<file path="src/rtl/uart_tx_arbiter.sv">
// rtl/uart_tx_arbiter.sv - round-robin arbiter sharing one UART TX shifter between byte sources
//
// Several byte sources (accumulator result, RX echo, status, ...) compete for a
// single external 10-bit TX shift register. One pending requester is picked
// round-robin. Its byte is captured, and the shifter is then sequenced: one load
// pulse, followed by ten shift pulses spaced one bit period apart (start bit,
// 8 data bits LSB first, stop bit). Only one frame is in flight at a time.
//
// Ports:
//   CLOCK_50  in   system clock, rising edge
//   reset_n   in   asynchronous active-low reset
//   tx_en     in   1 = new grants allowed; 0 = hold off (current frame still completes)
//   req       in   [NUM_REQ]   level request per source, held until its ack
//   req_data  in   [NUM_REQ*8] byte of source i at [8*i+7:8*i]
//   ack       out  [NUM_REQ]   one-cycle pulse, source's byte has been captured
//   tx_data   out  [8]         captured byte, stable from one load to the next
//   tx_load   out  one-cycle pulse, shifter loads {1'b1, tx_data, 1'b0}
//   tx_shift  out  one-cycle pulse at the end of each bit period, shifter shifts right
//   busy      out  high while a frame is loading or being sent
//   grant_id  out  [2] index of the source owning the current/last frame

module uart_tx_arbiter #(
    parameter int NUM_REQ      = 3,
    parameter int CLKS_PER_BIT = 5208
) (
    input  logic                   CLOCK_50,
    input  logic                   reset_n,
    input  logic                   tx_en,
    input  logic [NUM_REQ-1:0]     req,
    input  logic [NUM_REQ*8-1:0]   req_data,
    output logic [NUM_REQ-1:0]     ack,
    output logic [7:0]             tx_data,
    output logic                   tx_load,
    output logic                   tx_shift,
    output logic                   busy,
    output logic [1:0]             grant_id
);

    localparam int                BAUD_W    = (CLKS_PER_BIT > 1) ? $clog2(CLKS_PER_BIT) : 1;
    localparam logic [BAUD_W-1:0] BAUD_LAST = BAUD_W'(CLKS_PER_BIT - 1);
    localparam logic [3:0]        LAST_BIT  = 4'd9;
    // Pointer starts on the highest index so that source 0 wins the first grant.
    localparam logic [1:0]        PTR_INIT  = 2'(NUM_REQ - 1);

    typedef enum logic [1:0] {
        IDLE = 2'd0,
        LOAD = 2'd1,
        SEND = 2'd2
    } state_t;

    state_t            state;
    state_t            state_next;

    logic [BAUD_W-1:0] baud_cnt;
    logic [3:0]        bit_cnt;
    logic [1:0]        last;

    logic [3:0]        req_ext;
    logic [31:0]       data_ext;
    logic              found;
    logic [1:0]        winner;
    logic [1:0]        idx;
    logic              grant;
    logic              baud_done;

    // Widen request/data to the 4-source maximum so the search below can use
    // plain 2-bit indices regardless of NUM_REQ.
    assign req_ext  = 4'(req);
    assign data_ext = 32'(req_data);

    // Round-robin search: look at last+1, last+2, ... (mod NUM_REQ); the first
    // pending source wins. The previous owner is looked at last.
    always_comb begin
        found  = 1'b0;
        winner = 2'd0;
        idx    = 2'd0;
        for (int k = 1; k <= NUM_REQ; k++) begin
            idx = 2'((int'(last) + k) % NUM_REQ);
            if (!found && req_ext[idx]) begin
                found  = 1'b1;
                winner = idx;
            end
        end
    end

    assign grant     = (state == IDLE) && tx_en && found;
    assign baud_done = (baud_cnt == BAUD_LAST);

    // State register.
    always_ff @(posedge CLOCK_50 or negedge reset_n) begin
        if (!reset_n) begin
            state <= IDLE;
        end else begin
            state <= state_next;
        end
    end

    // Next-state and outputs. All strobes are decoded from registered state
    // so they fall to 0 as soon as reset asserts.
    always_comb begin
        state_next = state;
        tx_load    = 1'b0;
        tx_shift   = 1'b0;
        busy       = 1'b0;
        ack        = '0;
        case (state)
            IDLE: begin
                if (grant) begin
                    state_next = LOAD;
                end
            end
            LOAD: begin
                tx_load    = 1'b1;
                busy       = 1'b1;
                ack        = NUM_REQ'(4'b0001 << grant_id);
                state_next = SEND;
            end
            SEND: begin
                busy     = 1'b1;
                tx_shift = baud_done;
                // The 10th shift (stop bit out) ends the frame.
                if (baud_done && (bit_cnt == LAST_BIT)) begin
                    state_next = IDLE;
                end
            end
            default: begin
                state_next = IDLE;
            end
        endcase
    end

    // Capture of the winner plus baud/bit timing.
    always_ff @(posedge CLOCK_50 or negedge reset_n) begin
        if (!reset_n) begin
            tx_data  <= 8'h00;
            grant_id <= 2'd0;
            last     <= PTR_INIT;
            baud_cnt <= '0;
            bit_cnt  <= 4'd0;
        end else begin
            if (grant) begin
                tx_data  <= data_ext[{winner, 3'b000} +: 8];
                grant_id <= winner;
                last     <= winner;
            end
            case (state)
                LOAD: begin
                    baud_cnt <= '0;
                    bit_cnt  <= 4'd0;
                end
                SEND: begin
                    if (baud_done) begin
                        baud_cnt <= '0;
                        bit_cnt  <= bit_cnt + 4'd1;
                    end else begin
                        baud_cnt <= baud_cnt + 1'b1;
                    end
                end
                default: begin
                end
            endcase
        end
    end

endmodule
</file>
<file path="config.mk">
export PLATFORM = sky130hd
export DESIGN_NAME = uart_tx_arbiter
export DESIGN_NICKNAME = d
export VERILOG_FILES = /design/src/rtl/uart_tx_arbiter.sv
export SDC_FILE = /design/constraint.sdc
export NUM_CORES = 1
export LEC_CHECK = 0
export ABC_AREA = 1
export CAP_MARGIN = 15
export CORE_UTILIZATION = 45
export CTS_BUF_LIST = sky130_fd_sc_hd__clkbuf_2
export DETAILED_ROUTE_END_ITERATION = 6
export PLACE_DENSITY = 0.74
export SYNTH_ARGS = -nofsm -noshare
export SYNTH_HDL_FRONTEND = slang
export SYNTH_SLANG_ARGS = --single-unit
export TNS_END_PERCENT = 30
</file>
<file path="constraint.sdc">
create_clock -name CLOCK_50 -period 1.93 [get_ports CLOCK_50]
set_input_delay 0.386 -clock CLOCK_50 [delete_from_list [all_inputs] [get_ports CLOCK_50]]
set_output_delay 0.386 -clock CLOCK_50 [all_outputs]
set_load 0.1 [all_outputs]
</file>
==> impl_results.html <==
<table>
<tr><th>Metric</th><th>Value</th></tr>
<tr><th colspan="2">CTS</th></tr>
<tr><td>Number of buffers created by CTS</td><td>5</td></tr>
<tr><td>Clock input transition at the sequential cells of the worst setup and hold paths</td><td>0.19 ns</td></tr>
<tr><td>Root buffer selected by CTS</td><td>sky130_fd_sc_hd__clkbuf_2</td></tr>
<tr><td>CTS sink cnt</td><td>30</td></tr>
<tr><td>TritonCTS clock tree</td><td>yes</td></tr>
<tr><td>Maximum clock path buffer count</td><td>2</td></tr>
<tr><td>Skew-Pair Late Insertion Delay</td><td>0.39 ns</td></tr>
<tr><td>Maximum level of the CTS H-tree</td><td>2</td></tr>
<tr><td>Post-cts hold buffer count</td><td>0</td></tr>
<tr><th colspan="2">Timing</th></tr>
<tr><td>Setup repair after global routing missed its margin</td><td>yes</td></tr>
<tr><td>Clock period minus worst slack</td><td>approximately 2.1 ns</td></tr>
<tr><td>Clock Skews</td><td>0.0446 ns</td></tr>
<tr><td>Worst slew pin tran</td><td>between 0.4 and 0.5 ns</td></tr>
<tr><td>Slack of the critical path</td><td>-0.146 ns</td></tr>
<tr><td>Worst hold-check slack</td><td>0.340 ns</td></tr>
<tr><td>Final-report max-slew violation count</td><td>0</td></tr>
<tr><td>Final setup fails</td><td>15</td></tr>
<tr><td>Max Clk Rate</td><td>a little under 500 MHz</td></tr>
<tr><td>Slew Limit Headroom</td><td>0.672</td></tr>
<tr><td>Hold violation total from the final report</td><td>0</td></tr>
<tr><td>Fin crit share</td><td>1.08</td></tr>
<tr><th colspan="2">Drt</th></tr>
<tr><td>Routed Antenna Nets</td><td>0</td></tr>
<tr><td>Wirelength per Cell</td><td>15.8 um</td></tr>
<tr><td>Number of DRC markers in iteration 0</td><td>72</td></tr>
<tr><td>Vias post-DR</td><td>2,272</td></tr>
<tr><td>Final wirelength</td><td>~6600 um</td></tr>
<tr><td>DRC viols</td><td>0</td></tr>
<tr><td>Drt via density</td><td>5.47</td></tr>
<tr><td>First-pass DRT Iterations</td><td>4</td></tr>
<tr><th colspan="2">Yosys</th></tr>
<tr><td>Proportion of register bits with asynchronous set or reset after synthesis</td><td>1.00</td></tr>
<tr><td>Total of warnings raised by yosys</td><td>0</td></tr>
<tr><td>Unique masters post-synth</td><td>31</td></tr>
<tr><td>Synthesized-area fraction occupied by xor and xnor cells</td><td>0.0217</td></tr>
<tr><td>Post-Synth Adder-Cell Area</td><td>0.0683</td></tr>
<tr><td>Sequential element share of the synthesized area</td><td>0.373</td></tr>
<tr><td>Flip-flop and latch count after synthesis</td><td>30</td></tr>
<tr><td>Flip-flop cell with the highest count after synthesis</td><td>sky130_fd_sc_hd__dfrtp_1</td></tr>
<tr><td>Multiplexer area fraction after synthesis</td><td>0</td></tr>
<tr><td>Number of enable-type register cells in the synthesized netlist</td><td>0</td></tr>
<tr><td>Avg Cell Area, Syn</td><td>7.35 um2</td></tr>
<tr><td>Post-Synthesis Cells</td><td>274</td></tr>
<tr><td>Combinational family with the most area after synthesis</td><td>simple AND/OR/NAND/NOR gates</td></tr>
<tr><td>Compound-cell area share of the yosys netlist</td><td>0.127</td></tr>
<tr><td>Combined area of all synthesized cells</td><td>roughly 0.0020 mm2</td></tr>
<tr><td>Area share of and/or/nand/nor cells after synthesis</td><td>0.310</td></tr>
<tr><td>Net count after synthesis</td><td>~320</td></tr>
<tr><th colspan="2">Power</th></tr>
<tr><td>Leakage power summed over all cells</td><td>1.60 nW</td></tr>
<tr><td>P_sw</td><td>between 0.3 and 0.4 mW</td></tr>
<tr><td>Peak supply drop</td><td>about 0.44 mV</td></tr>
<tr><td>Power Density</td><td>351 mW/mm2</td></tr>
<tr><td>Cell-internal power</td><td>0.825 mW</td></tr>
<tr><td>Combinational cell fraction of total power</td><td>0.195</td></tr>
<tr><td>Clock network fraction of total power</td><td>0.271</td></tr>
<tr><td>Switching share of power</td><td>0.299</td></tr>
<tr><td>Sequential share of power</td><td>0.534</td></tr>
<tr><th colspan="2">Critical path</th></tr>
<tr><td>Reg2Reg Depth</td><td>12</td></tr>
<tr><td>Worst reg2reg startpoint</td><td>grant_id[0]</td></tr>
<tr><td>Terminus of the critical flop-to-flop path</td><td>tx_data[5]</td></tr>
<tr><td>Critical Setup Path Class</td><td>flip-flop to primary output</td></tr>
<tr><td>Critical path peak fanout</td><td>4</td></tr>
<tr><td>Required time of the critical path</td><td>1.54 ns</td></tr>
<tr><td>Endpoint class of the critical path</td><td>primary output</td></tr>
<tr><td>Reg-to-reg setup timing slack</td><td>-0.13 ns</td></tr>
<tr><td>CP Data Arrival Time</td><td>roughly 1.7 ns</td></tr>
<tr><td>Nature of the critical path startpoint</td><td>flip-flop</td></tr>
<tr><th colspan="2">Final layout</th></tr>
<tr><td>Most common library cell in the layout ignoring fill and taps</td><td>sky130_fd_sc_hd__buf_4</td></tr>
<tr><td>Most frequent cells in the layout</td><td>sky130_fd_sc_hd__buf_4 (38), sky130_fd_sc_hd__inv_1 (35), sky130_fd_sc_hd__nand2_1 (32)</td></tr>
<tr><td>Number of antenna repair diodes</td><td>0</td></tr>
<tr><td>Area overhead of the layout relative to synthesis</td><td>66.5%</td></tr>
<tr><td>Share of layout cells above drive strength 1</td><td>0.419</td></tr>
<tr><td>Final-layout fill cell count</td><td>around 260</td></tr>
<tr><td>Total Nets Final</td><td>roughly 400</td></tr>
<tr><td>Post-Layout Cell Count</td><td>415</td></tr>
<tr><th colspan="2">Floorplan</th></tr>
<tr><td>Total core area</td><td>0.00414 mm2</td></tr>
<tr><td>Vertical extent of the die</td><td>68.9 um</td></tr>
<tr><td>Die ar.</td><td>0.00475 mm2</td></tr>
<tr><td>Starting density of the core</td><td>0.486</td></tr>
<tr><td>Ports placed on the boundary</td><td>46</td></tr>
<tr><td>FP Rows</td><td>23</td></tr>
<tr><td>Die W</td><td>68.9 um</td></tr>
<tr><th colspan="2">Global routing</th></tr>
<tr><td>First-pass GRT wire length</td><td>~10000 um</td></tr>
<tr><td>GRT met3 Usage</td><td>0.0526</td></tr>
<tr><td>Maximum number of pins on one net before global-route repair</td><td>31</td></tr>
<tr><td>Busiest grt layer</td><td>met2</td></tr>
<tr><td>Via count of the first global-routing pass</td><td>2,229</td></tr>
<tr><td>Initial antenna violation count</td><td>0</td></tr>
<tr><td>Global routing usage on met1</td><td>0.346</td></tr>
<tr><td>Final global-route overflow total</td><td>0</td></tr>
<tr><td>Global-route track usage on met2</td><td>0.495</td></tr>
<tr><td>Global-route total usage across every layer</td><td>0.287</td></tr>
<tr><th colspan="2">Min path</th></tr>
<tr><td>Path type of the worst min-delay path</td><td>input port to asynchronous set/reset pin</td></tr>
<tr><th colspan="2">Run</th></tr>
<tr><td>Max-capacitance violation count</td><td>0</td></tr>
<tr><th colspan="2">Outcome</th></tr>
<tr><td>Violations in the final reports</td><td>negative setup slack</td></tr>
<tr><td>Status</td><td>finished, violations left</td></tr>
<tr><th colspan="2">Placed design</th></tr>
<tr><td>Final HPWL from detailed placement</td><td>between 3000 and 4000 um</td></tr>
<tr><td>Post-placement cell count</td><td>383</td></tr>
<tr><td>Number of port buffers</td><td>between 40 and 50</td></tr>
<tr><td>Placer congestion estimate</td><td>0.821</td></tr>
</table>
==> sequential cells by signal, indices dropped and copies added (netlist names) <==
signal    count
tx_data       8
state         2
bit_cnt       4
last          1
baud_cnt     13
grant_id      2
==> power groups by stage <==
stage | Sequential [mW] | Clock, mW | Combinational [mW]
floorplan | 0.641 | 0 | 0.0628
global placement | 0.640 | 0 | 0.150
detailed placement | 0.640 | 0 | 0.152
CTS | 0.629 | 0.324 | 0.199
global route | 0.629 | 0.355 | 0.243
finish | 0.629 | 0.319 | 0.229
==> metrics by stage <==
stage               power (mW)  TNS, ns  cell area, um2  worst slack (ns)  utilization
finish                    1.18    -1.53            3350            -0.146        0.809
global route              1.23    -3.24            3350            -0.235        0.809
CTS                       1.15   -0.436            3140            -0.131        0.758
detailed placement       0.792    -1.35            2740            -0.141        0.662
global placement         0.791   -0.777            2740           -0.0871        0.662
floorplan                0.703    -3.83            2060            -0.349            -
==> timing repair <==
action | in CTS | in global routing
pin swaps | 27 | 31
resized for setup | 61 | 37
setup endpoints to repair | 18 | 32
cloned | 4 | 0
buffers inserted | 12 | 9
==> cell usage after synthesis (all sizes together) (2+ instances only) <==
library cell	n	area [um2]
nor2	28	115
nand3b	2	15.0
nor3	9	45.0
buf	3	23.8
ha	11	138
nand3	32	170
o21a	2	15.0
xor2	4	35.0
dfrtp	29	726
a21oi	22	129
nand4	5	31.3
nand2	56	235
inv	46	173
o21ai	17	85.1
nor4	2	12.5
==> kinds of logic after synthesis <==
group,count (synthesis)
and+or+nand+nor,134
buffers and inverters,50
AOI/OAI and AO/OA,44
DFF,30
adders and majority gates,11
xor gates and xnor gates,5
==> area by class of cell <==
class | instances | area, um2 | share of cell area
clock buffer | 6 | 30.0 | 0.00895
clock inverter | 2 | 10.0 | 0.00298
inverter | 47 | 193 | 0.0574
multi-input combinational | 198 | 1490 | 0.445
sequential | 30 | 753 | 0.225
tap | 50 | 62.6 | 0.0186
timing repair buffer | 82 | 815 | 0.243
==> worst max-delay path, stage by stage, from the launching register on <==
cell and delay, ns:
sky130_fd_sc_hd__dfrtp_1 0.44, sky130_fd_sc_hd__inv_2 0.08, sky130_fd_sc_hd__ha_4 0.16, sky130_fd_sc_hd__clkinvlp_4 0.17
sky130_fd_sc_hd__nor3_4 0.24, sky130_fd_sc_hd__buf_12 0.20
==> metal layers <==
layer | vias to the layer above | wire [um]
met5 | - | 0
met2 | 83 | 3360
li1 | 1076 | -
met3 | 21 | 313
met1 | 1092 | 2690
met4 | 0 | 204
==> worst max-delay path by stage <==
stage,from,to,slack [ns]
after CTS,baud_cnt[1],tx_shift,-0.13
after detailed placement,grant_id[0],tx_data[6],-0.14
after global routing,baud_cnt[1],tx_shift,-0.24
final,state[1],ack[2],-0.15
after floorplan,state[1],ack[0],-0.35
after global placement,grant_id[0],tx_data[6],-0.09
No activity file was read; power rests on OpenSTA's default activity.
==> variant 1 (config.mk and constraints unchanged) <==
The 3 states of `state_t` get a one-hot encoding in 3 bits.
--- a/src/rtl/uart_tx_arbiter.sv
+++ b/src/rtl/uart_tx_arbiter.sv
@@ -44,6 +44,6 @@
 
-    typedef enum logic [1:0] {
-        IDLE = 2'd0,
-        LOAD = 2'd1,
-        SEND = 2'd2
+    typedef enum logic [2:0] {
+        IDLE = 3'b001,
+        LOAD = 3'b010,
+        SEND = 3'b100
     } state_t;
Behaviour: no difference found for any inputs over 4 cycles, from zero or initial values and one cycle with reset_n low; so few cycles prove little.
==> variant 1 against the unedited design <==
  * The run still ends with negative setup slack left
  * First-iteration DRC count increased by 150%
  * Global-route usage decreased by 6.0 points
  * Highest routed layer unchanged
  * Cell count increased by 0.96%
  * Final area decreased by 1.3%
  * Non-clock buffer count decreased by 6
  * Worst hold slack improved by 43 ps
  * Area after synthesis increased by 1.4%
  * Sequential cell count increased by 1
  * Register-to-register slack improved by 80 ps
  * Setup slack improved by 66 ps
  * Routed wire length decreased by 9.5%
  * Largest cell class unchanged
  * Clock skew decreased by 16 ps
Power is left out: it rests on default switching activity, and per cell area and clock period it moved more than threefold.
==> variant 1: results <==
export IMPL_synth_xor_area_share_pct=2.14
export IMPL_post_cts_resized=12
export IMPL_place_congestion=0.851
export IMPL_dp_hpwl_um=3780
export IMPL_grt_pass1_vias=2044
export IMPL_grt_max_degree=32
export IMPL_reg2reg_to="tx_data[3]$_DFFE_PN0P_"
export IMPL_reg2reg_depth=10
export IMPL_drive_gt1_share_pct=38.4
export IMPL_status="complete, but fails checks"
export IMPL_violations="negative setup slack"
export IMPL_slew_headroom_pct=73.6
export IMPL_insertion_delay_ps=370
export IMPL_place_worst_setup_slack_ps=-138
export IMPL_grt_pass1_wl_um=8880
export IMPL_worstPathArrival_ps=1620
export IMPL_setup_viol=7
export IMPL_synthTopCellsByArea="dfrtp_1 (36%), nand3_1 (9.8%), nand2_1 (9.6%)"
export IMPL_netlist_top_cells_count="nand2_1 (52), inv_1 (45), nand3_1 (40)"
export IMPL_endpoint="tx_shift"
export IMPL_finalHoldWorstSlack_ps=383
export IMPL_drt_wirelength_per_cell_um=14.2
export IMPL_timing_final_ws_setup_ps=-79.8
export IMPL_first_iter_violations=177
export IMPL_dr_total_vias=2256
export IMPL_crit_start="baud_cnt[8]$_DFFE_PN0P_"
export IMPL_fillers=279
export IMPL_yosysSeqAreaShare_pct=38.1
export IMPL_yosys_area_share_adder_pct=4.29
-- variant 1: cell families after synthesis --
kind of cell,count (synthesis)
xor gates and xnor gates,5
DFF,31
adders and majority gates,7
AOI/OAI and AO/OA,39
buffers and inverters,56
and+or+nand+nor,142
-- variant 1: final cells by class --
class                      count  area (sq um)  share of cell area (%)
clock buffer                   5          25.0                   0.756
sequential                    31           778                    23.5
tap                           52          65.1                    1.97
inverter                      54           220                    6.65
timing repair buffer          76           797                    24.1
clock inverter                 3          38.8                    1.17
multi-input combinational    198          1390                    41.9
-- variant 1: per-layer routing --
metal,GRT usage (%),vias up,share of wire (%)
met3,4.36,18,4.5
met5,0,-,0
met2,39.6,87,51
met1,28.7,1054,42
met4,5.44,0,2.1
li1,-,1097,-
-- variant 1: worst max-delay path, stage by stage, from the launching register on --
cell	delay, ps
dfrtp_1	470
nor4_2	310
nand3_2	150
nor2_4	140
buf_12	180
==> variant 2 (same settings) <==
Without the edit above. Change the parameter `NUM_REQ` from 3 to 6.
--- a/src/rtl/uart_tx_arbiter.sv
+++ b/src/rtl/uart_tx_arbiter.sv
@@ -22,3 +22,3 @@
 module uart_tx_arbiter #(
-    parameter int NUM_REQ      = 3,
+    parameter int NUM_REQ      = 6,
     parameter int CLKS_PER_BIT = 5208
Ports: changed (resized ack, req and req_data); port bits go from 46 to 76. No check against the original RTL was run, so the function may have changed too.
==> variant 2 against the unedited design <==
  * The run still ends with negative setup slack left
  * Critical path depth grew 11
  * Routed wire length grew 18%
  * First-iteration DRC count grew 67%
  * Final area grew 16%
  * Via count grew 20%
  * Sequential cell count is the same
  * Setup slack lost 150 ps
  * Non-clock buffer count grew 14
  * Area after synthesis grew 19%
  * Die area grew 18%
  * Largest cell class unchanged
Power is left out: the tool's default activity adds up to more than one toggle a clock period on the data nets, which glitch-free logic cannot reach.
==> variant 2: results <==
export IMPL_io_buffers=55
export IMPL_first_iter_violations=120
export IMPL_violations="negative setup slack"
export IMPL_track_usage_pct=25.3
export IMPL_crit_type="reg2reg"
export IMPL_grt_pass1_vias=2523
export IMPL_numCtsBuffers=5
export IMPL_use_met3_pct=3.61
export IMPL_synth_compound_area_share_pct=7.01
export IMPL_cts_root_buf="clkbuf_2"
export IMPL_grt_use_met1_pct=33.1
export IMPL_slowest_stage="dfstp_2"
export IMPL_drt_met1_wl_um=3300
export IMPL_via_per_inst=5.11
export IMPL_insertion_delay_ps=360
export IMPL_setup_viol=19
export IMPL_synth_area_mux_share_pct=0.418
export IMPL_endpoint="tx_data[0]$_DFFE_PN0P_"
export IMPL_drt_first_pass_iters=5
export IMPL_r2r_start="last[0]$_DFFE_PN1P_"
export IMPL_drive_gt1_share_pct=33.5
export IMPL_slowest_delay_ps=600
export IMPL_fin_worst_skew_ps=29.2
export IMPL_wl_met3_um=470
export IMPL_route_top_layer_used="met4"
export IMPL_netlist_top_cells_count="nand2_1 (99), inv_1 (69), nand3_1 (44)"
export IMPL_wl_met2_um=3870
export IMPL_synthTopCellsByArea="dfrtp_1 (30%), nand2_1 (16%), inv_1 (11%)"
export IMPL_tns_ps=-3700
export IMPL_post_cts_buffers=6
export IMPL_timing_final_ws_setup_ps=-301
export IMPL_ant_nets=0
export IMPL_fin_nets=528
export IMPL_place_congestion=0.936
export IMPL_worstPathArrival_ps=2500
export IMPL_crit_fanout=6
export IMPL_antenna_found_initial=0
export IMPL_async_flop_share_pct=100
export IMPL_dp_hpwl_um=4900
export IMPL_cpLargestDelayFamily="simple AND/OR/NAND/NOR gates"
export IMPL_yosys_cell_types_count=36
export IMPL_status="complete, but fails checks"
export IMPL_gr_usage_met2_pct=44.1
export IMPL_yosys_area_share_adder_pct=5.23
export IMPL_wl_um=7750
export IMPL_yosysSeqAreaShare_pct=31.4
export IMPL_synth_xor_area_share_pct=1.10
export IMPL_hp_class="in2async"
export IMPL_post_cts_resized=31
export IMPL_grt_pass1_wl_um=11000
export IMPL_reg2reg_depth=16
-- variant 2: kinds of logic after synthesis --
group           count (synthesis)
other cells                     1
buf+inv                        83
flops                          30
compound gates                 29
simple gates                  209
mux                             1
fa+ha+maj                      10
xor+xnor                        3
-- variant 2: final cells by class --
| type | count | area [sq um] |
|---|---|---|
| Multi-Input combinational cell | 255 | 1750 |
| Fill cell | 361 | 1200 |
| Timing Repair Buffer | 96 | 983 |
| Sequential cell | 30 | 757 |
| Inverter | 73 | 288 |
| Tap cell | 70 | 87.6 |
| Clock buffer | 5 | 25.0 |
| Clock inverter | 3 | 16.3 |
-- variant 2: per-stage QoR --
stage	cell area [sq um]	worst slack (ps)	hold slack (ps)	cells	util, %
finish	3900	-301	375	532	76.4
global route	3900	-406	376	532	76.4
CTS	3610	-193	358	529	70.7
detailed placement	3390	-471	469	513	66.3
global placement	3390	-439	464	513	66.3
floorplan	2510	-362	90.4	367	-
